==> src/rtl/seg7_capture_if.sv <==
// seg7_capture_if
// Groups the multiplexed 7-segment display bus being observed and the
// readback values reconstructed from it.
//   an      4  anode enables, active-low, an[i]=0 selects digit i
//   seg_in  7  segment lines, active-high, bit6=a ... bit0=g
//   digits 16  captured values, digits[4i+3:4i] is digit i
//   valid   4  digit i captured and refreshed recently
//   err     4  last stable pattern on digit i was not a known code
//   upd     1  one-cycle pulse on every capture
// master: the side driving the display bus and reading results.
// slave : the capture block.
interface seg7_capture_if;
  logic [3:0]  an;
  logic [6:0]  seg_in;
  logic [15:0] digits;
  logic [3:0]  valid;
  logic [3:0]  err;
  logic        upd;

  modport master (
    output an,
    output seg_in,
    input  digits,
    input  valid,
    input  err,
    input  upd
  );

  modport slave (
    input  an,
    input  seg_in,
    output digits,
    output valid,
    output err,
    output upd
  );
endinterface

==> src/rtl/seg7_capture.sv <==
// seg7_capture
// Watches a multiplexed 4-digit common-anode display bus and rebuilds the
// hex value shown on each digit position. A digit is captured once the
// synchronized anode/segment pair has been identical for STABLE_CYCLES
// samples; each digit's valid flag expires after TIMEOUT cycles without
// a fresh capture.
// Ports:
//   clk    system clock
//   reset  asynchronous, active-high reset
//   bus    seg7_capture_if.slave (an, seg_in in; digits, valid, err, upd out)
// Parameters:
//   STABLE_CYCLES  identical samples needed before a capture (2..255)
//   TIMEOUT        cycles without refresh before valid clears (fits 21 bits)
module seg7_capture #(
  parameter int STABLE_CYCLES = 16,
  parameter int TIMEOUT       = 1048576
) (
  input logic           clk,
  input logic           reset,
  seg7_capture_if.slave bus
);

  localparam logic [1:0] ST_WAIT  = 2'd0;
  localparam logic [1:0] ST_COUNT = 2'd1;
  localparam logic [1:0] ST_HELD  = 2'd2;

  localparam int          TW        = 21;
  localparam logic [TW-1:0] TIMEOUT_V = TW'(TIMEOUT);
  localparam logic [7:0]  STABLE_V  = 8'(STABLE_CYCLES);

  // Two-flop synchronizers plus one extra stage used for the "same" test.
  logic [3:0] m_an;
  logic [3:0] s_an;
  logic [3:0] p_an;
  logic [6:0] m_seg;
  logic [6:0] s_seg;
  logic [6:0] p_seg;

  logic [1:0] state;
  logic [1:0] state_nx;
  logic [7:0] cnt;
  logic [7:0] cnt_nx;
  logic [7:0] cnt_inc;
  logic       capture;

  logic       one_hot;
  logic [1:0] cap_idx;
  logic       same;
  logic [3:0] dec_val;
  logic       dec_ill;

  logic [15:0]   digits_r;
  logic [3:0]    valid_r;
  logic [3:0]    err_r;
  logic          upd_r;
  logic [TW-1:0] rcnt [4];

  // Anodes idle high, so the reset value is "no digit selected".
  always_ff @(posedge clk or posedge reset) begin
    if (reset) begin
      m_an  <= 4'b1111;
      s_an  <= 4'b1111;
      p_an  <= 4'b1111;
      m_seg <= 7'd0;
      s_seg <= 7'd0;
      p_seg <= 7'd0;
    end else begin
      m_an  <= bus.an;
      s_an  <= m_an;
      p_an  <= s_an;
      m_seg <= bus.seg_in;
      s_seg <= m_seg;
      p_seg <= s_seg;
    end
  end

  // Exactly one anode low selects a digit; anything else (blanking gaps,
  // ghosting with two anodes low) is ignored.
  always_comb begin
    one_hot = 1'b1;
    cap_idx = 2'd0;
    case (s_an)
      4'b1110: cap_idx = 2'd0;
      4'b1101: cap_idx = 2'd1;
      4'b1011: cap_idx = 2'd2;
      4'b0111: cap_idx = 2'd3;
      default: one_hot = 1'b0;
    endcase
  end

  assign same = (s_an == p_an) && (s_seg == p_seg);

  // Inverse of the team's hex decoder, including its 6/7/9 forms and the
  // all-off pattern used as the blank (F) code.
  always_comb begin
    dec_val = 4'h0;
    dec_ill = 1'b0;
    case (s_seg)
      7'b1111110: dec_val = 4'h0;
      7'b0110000: dec_val = 4'h1;
      7'b1101101: dec_val = 4'h2;
      7'b1111001: dec_val = 4'h3;
      7'b0110011: dec_val = 4'h4;
      7'b1011011: dec_val = 4'h5;
      7'b0011111: dec_val = 4'h6;
      7'b1110000: dec_val = 4'h7;
      7'b1111111: dec_val = 4'h8;
      7'b1110011: dec_val = 4'h9;
      7'b0001101: dec_val = 4'hA;
      7'b0011001: dec_val = 4'hB;
      7'b0100011: dec_val = 4'hC;
      7'b1001011: dec_val = 4'hD;
      7'b0001111: dec_val = 4'hE;
      7'b0000000: dec_val = 4'hF;
      default:    dec_ill = 1'b1;
    endcase
  end

  assign cnt_inc = cnt + 8'd1;

  // HELD exists so a long dwell produces only one capture; the counter is
  // restarted at 1 because the first sample of a new value already counts.
  always_comb begin
    state_nx = state;
    cnt_nx   = cnt;
    capture  = 1'b0;
    case (state)
      ST_WAIT: begin
        if (one_hot) begin
          cnt_nx   = 8'd1;
          state_nx = ST_COUNT;
        end
      end
      ST_COUNT: begin
        if (!one_hot) begin
          state_nx = ST_WAIT;
        end else if (!same) begin
          cnt_nx = 8'd1;
        end else begin
          cnt_nx = cnt_inc;
          if (cnt_inc == STABLE_V) begin
            capture  = 1'b1;
            state_nx = ST_HELD;
          end
        end
      end
      ST_HELD: begin
        if (!one_hot) begin
          state_nx = ST_WAIT;
        end else if (!same) begin
          cnt_nx   = 8'd1;
          state_nx = ST_COUNT;
        end
      end
      default: begin
        state_nx = ST_WAIT;
      end
    endcase
  end

  always_ff @(posedge clk or posedge reset) begin
    if (reset) begin
      state <= ST_WAIT;
      cnt   <= 8'd0;
    end else begin
      state <= state_nx;
      cnt   <= cnt_nx;
    end
  end

  // Per-digit capture and refresh timeout. Capture takes priority over an
  // expiry landing on the same edge; digits and err survive expiry.
  always_ff @(posedge clk or posedge reset) begin
    if (reset) begin
      digits_r <= 16'd0;
      valid_r  <= 4'd0;
      err_r    <= 4'd0;
      upd_r    <= 1'b0;
      for (int i = 0; i < 4; i++) begin
        rcnt[i] <= '0;
      end
    end else begin
      upd_r <= capture;
      for (int i = 0; i < 4; i++) begin
        if (capture && (cap_idx == 2'(i))) begin
          digits_r[4*i +: 4] <= dec_val;
          err_r[i]           <= dec_ill;
          valid_r[i]         <= !dec_ill;
          rcnt[i]            <= '0;
        end else if (rcnt[i] == TIMEOUT_V) begin
          valid_r[i] <= 1'b0;
        end else begin
          rcnt[i] <= rcnt[i] + TW'(1);
          if ((rcnt[i] + TW'(1)) == TIMEOUT_V) begin
            valid_r[i] <= 1'b0;
          end
        end
      end
    end
  end

  assign bus.digits = digits_r;
  assign bus.valid  = valid_r;
  assign bus.err    = err_r;
  assign bus.upd    = upd_r;

endmodule

==> src/flat_wrapper.sv <==
// flat-port wrapper written by rule: the top's interface ports become plain ports
module seg7_capture_flat 
#(
  parameter int STABLE_CYCLES = 16,
  parameter int TIMEOUT       = 1048576
)
  (clk, reset, bus_an, bus_seg_in, bus_digits, bus_valid, bus_err, bus_upd);
  seg7_capture_if bus_i ();
  input logic clk;
  input logic reset;
  input wire logic [$bits(bus_i.an)-1:0] bus_an;
  input wire logic [$bits(bus_i.seg_in)-1:0] bus_seg_in;
  output wire logic [$bits(bus_i.digits)-1:0] bus_digits;
  output wire logic [$bits(bus_i.valid)-1:0] bus_valid;
  output wire logic [$bits(bus_i.err)-1:0] bus_err;
  output wire logic [$bits(bus_i.upd)-1:0] bus_upd;
  assign bus_i.an = bus_an;
  assign bus_i.seg_in = bus_seg_in;
  assign bus_digits = bus_i.digits;
  assign bus_valid = bus_i.valid;
  assign bus_err = bus_i.err;
  assign bus_upd = bus_i.upd;
  seg7_capture #(.STABLE_CYCLES(STABLE_CYCLES), .TIMEOUT(TIMEOUT)) u_core (.clk(clk), .reset(reset), .bus(bus_i));
endmodule
==> config.mk <==
export PLATFORM = sky130hd
export DESIGN_NAME = seg7_capture_flat
export DESIGN_NICKNAME = d
export VERILOG_FILES = /design/src/rtl/seg7_capture_if.sv /design/src/rtl/seg7_capture.sv /design/src/flat_wrapper.sv
export SDC_FILE = /design/constraint.sdc
export NUM_CORES = 1
export LEC_CHECK = 0
export ABC_AREA = 1
export CORE_UTILIZATION = 50
export DETAILED_ROUTE_END_ITERATION = 16
export PLACE_DENSITY = 0.68
export SYNTH_ARGS = -nofsm -noshare
export SYNTH_HDL_FRONTEND = slang
export SYNTH_SLANG_ARGS = --single-unit
export TNS_END_PERCENT = 20
==> constraint.sdc <==
create_clock -name clk -period 11.6 [get_ports clk]
set_input_delay 1.16 -clock clk [delete_from_list [all_inputs] [get_ports clk]]
set_output_delay 1.16 -clock clk [all_outputs]
set_load 0.1 [all_outputs]
==> results of run 1 <==
## state kept, by name, summed over array words and instances, names as in the netlist
| register | flops |
|---|---|
| u_core.p_seg | 7 |
| u_core.bus.digits | 16 |
| u_core.m_an | 4 |
| u_core.p_an | 4 |
| u_core.bus.upd | 1 |
| u_core.rcnt | 84 |
| u_core.bus.valid | 4 |
| u_core.bus.err | 4 |
| u_core.state | 2 |
| u_core.m_seg | 7 |
| u_core.s_an | 4 |
| u_core.cnt | 8 |
| u_core.s_seg | 7 |
## metrics by stage
step	cells	setup slack, ps	power [mW]	util
final	1548	8510	1.12	0.589
after global routing	1548	8450	1.15	0.589
after CTS	1548	8490	1.13	0.589
after detailed placement	1516	8390	0.584	0.554
after global placement	1516	8420	0.583	0.554
after floorplan	1271	6370	0.571	-
## power by group through the flow
stage                     clock (mW)  combinational, mW  sequential, mW
after global routing           0.576             0.0350           0.544
final                          0.544             0.0301           0.543
after detailed placement           0             0.0313           0.553
after CTS                      0.556             0.0313           0.543
after floorplan                    0             0.0201           0.551
after global placement             0             0.0307           0.553
## final cells by class
cell class	instances	area, sq um	share of cell area
flip-flops and latches	152	3820	0.386
clock buffers	19	443	0.0447
repair buffers	38	378	0.0382
multi-input cells	873	3970	0.401
well taps	220	275	0.0278
inverters	233	880	0.0888
clock inverters	13	134	0.0135
## logic make-up (layout without fill, tap and decap cells)
group	after synthesis	in the layout
buf+inv	246	303
compound gates	48	48
simple gates	788	788
fa+ha+maj	14	14
mux	1	1
xor+xnor	22	22
flops	152	152
## cells in the final DEF, fill, tap and decap left out, drive strengths merged, types with 2 or more instances in the layout
master         synthesis  routed
nand3                106     106
dfstp                 12      12
nor3                  21      21
clkbuf                 2      19
ha                    14      14
clkdlybuf4s50          0      37
nor4                   4       4
o21bai                 5       5
o21ai                 36      36
clkinv                 0       3
nand2                426     426
xnor2                 13      13
xor2                   9       9
nand3b                 3       3
or2                    4       4
nand4                 40      40
dfrtp                140     140
clkinvlp               0       2
inv                  233     240
a21oi                  3       3
nor2                 184     184
## worst paths after layout
kind	endpoint	depth (start not counted)
setup / recovery	bus_digits[1]	1
hold / removal	u_core.s_seg[5]	0
setup reg to reg	u_core.bus.digits[4]	10
hold reg to reg	u_core.s_seg[5]	0
max in group asynchronous	u_core.rcnt[28]	3
min in group asynchronous	u_core.bus.digits[15]	2
## per-layer routing
layer	global-route usage	part of all wire	wire, um
met5	0	0	0
met4	0.0655	0.011	216
met3	0.0454	0.038	722
met2	0.389	0.47	9090
met1	0.311	0.48	9170
==> summary.txt, run 1 <==
clk slew on worst S/H paths = 70 ps
drt pass-1 iters = 5
RSZ-0062 raised after global routing = no
Congestion Overflow GR = 0
CTS root buf = clkbuf_16
worst path cell trace = clkdlybuf4s50_1
sequential share of the synthesized area = 0.437
vias in the first global route = 7201
IO Pins = 38
Die Ht = 134 um
skew final = 11.3 ps
first-pass GRT wire length = 33500 um
CP peak stage delay = 1140 ps
total number of vias = 7644
leak pwr = 5.35 nW
Distinct cells, synth = 37
initial antenna violation count = 0
worst r2r src = u_core.cnt[0]
Wirelength per Cell = 12.4 um
CTS tree = yes
most common library cells after synthesis = nand2_1, inv_1, nor2_1
Core ar. = 16800 sq um
critical path peak fanout = 2
final setup fails = 0
crit path from = u_core.bus.digits[1]
Post-CTS Hold Fix Bufs = 0
Final period util = 0.267
Synth Area in XOR/XNOR = 0.0220
CTS buffer count = 17
most common cell in the synthesized netlist = nand2_1
kind of critical path = reg -> out
hold slack = 351 ps
synthesis-stage register bit count = 152
Switching Fraction = 0.235
Synth Cell Area = 8750 sq um
share of cells above drive strength 1 = 0.0520
yosys warns = 0
Antenna Diode Count = 0
max-cap violations = 0
combinational power share = 0.027
Post-synth top flop = dfrtp_1
Power Internal = 0.854 mW
Synth area leader = dfrtp_1
post-synthesis simple-gate area fraction = 0.380
Post-CTS Setup Repair Bufs = 0
DRT Wirelength = 19200 um
synthesized-area fraction occupied by adder cells = 0.0200
Critical Path Source Type = flip-flop
syn_nets = 1298
Yosys top cell area share = 0.401
Cell Rows = 47
Sw Pwr = 0.263 mW
Tmin final = 3090 ps
Worst VDD drop = 0.0000883 V
Worst Tran Pin Value = 999 ps
worst path bufs/invs = 1
H-Tree Depth = 4
Die W = 134 um
FFs w/ async S/R, synth = 1.00
post-DP HPWL = 13900 um
pwr/cell area = 113 nW/um^2
Clock Latency Late Sink = 430 ps
Final ANT Viol Nets = 0
Setup crit end kind = output port
Clock Sinks = 152
worst hold start = u_core.m_seg[5]
routability-driven placement congestion ratio = 0.919
Initial Util = 0.520
slowest cell on the critical path = clkdlybuf4s50_1
Fillers = 1630
CP top delay family = buffers and inverters
Compound-Gate Fraction of Synth Area = 0.0308
Critical Path AT = 1930 ps
number of I/O port buffers = 37
setup TNS = 0 ps
clock buffer depth = 2
placed instance area = 9320 sq um
Peak Freq = 323 MHz
largest net degree at the start of global routing = 80
power share of the clock group = 0.487
Req. time, crit path = 10440 ps
Post-synth EDFFs = 0
Final Slew Violations = 0
Syn Area/Cell = 6.88 sq um
Global Route Usage Sum = 0.234
initial DRC count = 518
CTS resizes = 0
vias per cell = 4.94
largest family of logic cells by synthesized area = simple AND/OR/NAND/NOR gates
Syn Inst Count = 1271
status = finished clean
Worst slew margin = 0.332
mux cell area share after synthesis = 0.00114
part of the power in registers = 0.486
Fin. Hold Viols = 0
Synth-to-Final Area Change = 13.2%
Hold WC Path Type = reg -> reg
area of the die = 18000 sq um
post-route cell area = 9900 sq um
nets = 1342
worst reg2reg setup slack = 8990 ps
# DRC = 0
Area contributors post-synth = dfrtp_1, nand2_1, inv_1
Note: power is estimated with default switching activity, not from simulation.
==> run 2, diff against run 1 <==
- PLACE_DENSITY: 0.68 -> 0.7
- clock period: 11.6 -> 2.63 ns (I/O delays scaled with it)
==> run 2 against run 1 <==
Net effect: setup slack got worse by 8100 ps; critical endpoint is now u_core.bus.digits[5]; via count fell by 0.16%; combinational power rose to 4.5 times the previous value; flip-flop and latch count did not move; sequential share of layout area fell by 0.12 points; worst hold slack got worse by 110 ps; register-to-register slack got worse by 8600 ps; utilization rose by 0.18 points; total power rose to 4.6 times the previous value; global-route usage fell by 0.52 points.
==> summary.txt, run 2 (same netlist as run 1, synthesis figures left out) <==
post-layout util = 0.590 (+0.00179)
number of I/O port buffers = 37 (unchanged)
Core ar. = 16800 sq um (unchanged)
kind of critical path = reg -> reg
total number of vias = 7632 (-0.16%)
DRT Wirelength = 19200 um (about the same)
post-route cell area = 9930 sq um (+0.30%)
Congestion Overflow GR = 0 (unchanged)
Synth-to-Final Area Change = 13.5%
Hold WC Path Type = in -> reg
Peak Freq = 444 MHz
Fin. Hold Viols = 0 (unchanged)
H-Tree Depth = 4 (unchanged)
Cells after DPL = 1521 (+0.33%)
Req. time, crit path = 2940 ps (-7500 ps)
routability-driven placement congestion ratio = 0.910 (-1.0%)
Die Ht = 134 um (unchanged)
Power, Total = 5.13 mW (+360%)
post-DP HPWL = 13900 um (about the same)
Worst VDD drop = 0.000386 V (+340%)
critical path peak fanout = 15 (+13)
setup TNS = 0 ps (unchanged)
Clock Sinks = 152 (unchanged)
nets = 1347 (+0.37%)
initial DRC count = 441 (-15%)
vias per cell = 4.91 (-0.48%)
Global Route Usage Sum = 0.229 (-0.00524)
CTS buffer count = 17 (unchanged)
Final period util = 0.856
CTS tree = yes
worst r2r src = u_core.cnt[0]
pwr/cell area = 516 nW/um^2 (+360%)
area of the die = 18000 sq um (unchanged)
hold slack = 236 ps (-115 ps)
worst slack at placement = 382 ps (-8010 ps)
# DRC = 0 (unchanged)
final setup fails = 0 (unchanged)
RSZ-0062 raised after global routing = no
Layout Cells excl Fill = 1553 (+0.32%)
Crit Reg-Reg Endpoint = u_core.bus.digits[5]
most frequent cells in the layout = nand2_1, inv_1, nor2_1, dfrtp_1, nand3_1
Final Worst Setup Slack = 379 ps (-8130 ps)
first-pass GRT wire length = 32900 um (-1.7%)
Wirelength per Cell = 12.3 um (-0.41%)
worst reg2reg setup slack = 380 ps (-8610 ps)
Final Slew Violations = 0 (unchanged)
Worst slew margin = 0.529 (+0.197)
Post-CTS Hold Fix Bufs = 0 (unchanged)
Clock Latency Late Sink = 430 ps (about the same)
Critical Path AT = 2560 ps (+630 ps)
drt pass-1 iters = 5 (unchanged)
placed instance area = 9310 sq um (-0.15%)
largest net degree at the start of global routing = 134 (+68%)
status = finished clean
CTS resizes = 0 (unchanged)
clock buffer depth = 2 (unchanged)
R2R depth = 10 (unchanged)
initial antenna violation count = 0 (unchanged)
Initial Util = 0.520 (unchanged)
Critical Path Source Type = flip-flop
commonest non-fill, non-tap cell in the layout = nand2_1
CP Capture Point = u_core.bus.digits[5]
share of cells above drive strength 1 = 0.0750 (+0.0231)
vias in the first global route = 7203 (+0.028%)
Final ANT Viol Nets = 0 (unchanged)
Cell Rows = 47 (unchanged)
skew final = 7.23 ps (-4.04 ps)
Die W = 134 um (unchanged)
max reg flops = 84 (unchanged)
max-cap violations = 0 (unchanged)
Post-CTS Setup Repair Bufs = 0 (unchanged)
IO Pins = 38 (unchanged)
leak pwr = 5.45 nW (+1.9%)
crit path from = u_core.cnt[0]
Setup crit end kind = flip-flop
Antenna Diode Count = 0 (unchanged)
Biggest register = u_core.rcnt
Tmin final = 2250 ps
Worst Tran Pin Value = 707 ps (-292 ps)
clk slew on worst S/H paths = 60 ps (about the same)
CTS root buf = clkbuf_16
## run 2: layout make-up
cell class	instances	area, sq um
repair buffers	43	365
flip-flops and latches	152	3820
clock buffers	18	439
multi-input cells	873	3970
well taps	220	275
inverters	233	878
fillers	1624	6890
clock inverters	14	181
## run 2: how the worst min path moves through the flow
stage,to,slack [ps],depth (start not counted),start
finish,u_core.m_an[2],240,1,bus_an[2]
floorplan,u_core.m_an[0],270,0,bus_an[0]
CTS,u_core.m_an[2],220,1,bus_an[2]
detailed placement,u_core.s_seg[6],340,0,u_core.m_seg[6]
global placement,u_core.s_seg[5],340,0,u_core.m_seg[5]
global route,u_core.m_an[3],230,1,bus_an[3]
## run 2: per-layer routing
| layer | up-vias | track usage | part of all wire |
|---|---|---|---|
| met5 | - | 0 | 0 |
| met4 | 0 | 0.0705 | 0.015 |
| met3 | 25 | 0.0450 | 0.036 |
| met2 | 149 | 0.374 | 0.47 |
| met1 | 3465 | 0.306 | 0.48 |
| li1 | 3993 | - | - |
## run 2: worst max-delay path, cell delays in order (launching register included)
cell,delay (ps)
dfrtp_1,420
ha_1,240
xnor2_1,210
nand2_1,80
nor2_1,100
nand3_1,120
nor2_4,220
nand3_2,310
buf_4,310
nand2_1,70
nand2_1,50
## run 2: power breakdown
group / internal [mW] / total [mW] / switching [mW]
clock: 1.54 / 2.59 / 1.05
sequential: 2.37 / 2.40 / 0.0231
combinational: 0.0428 / 0.136 / 0.0927
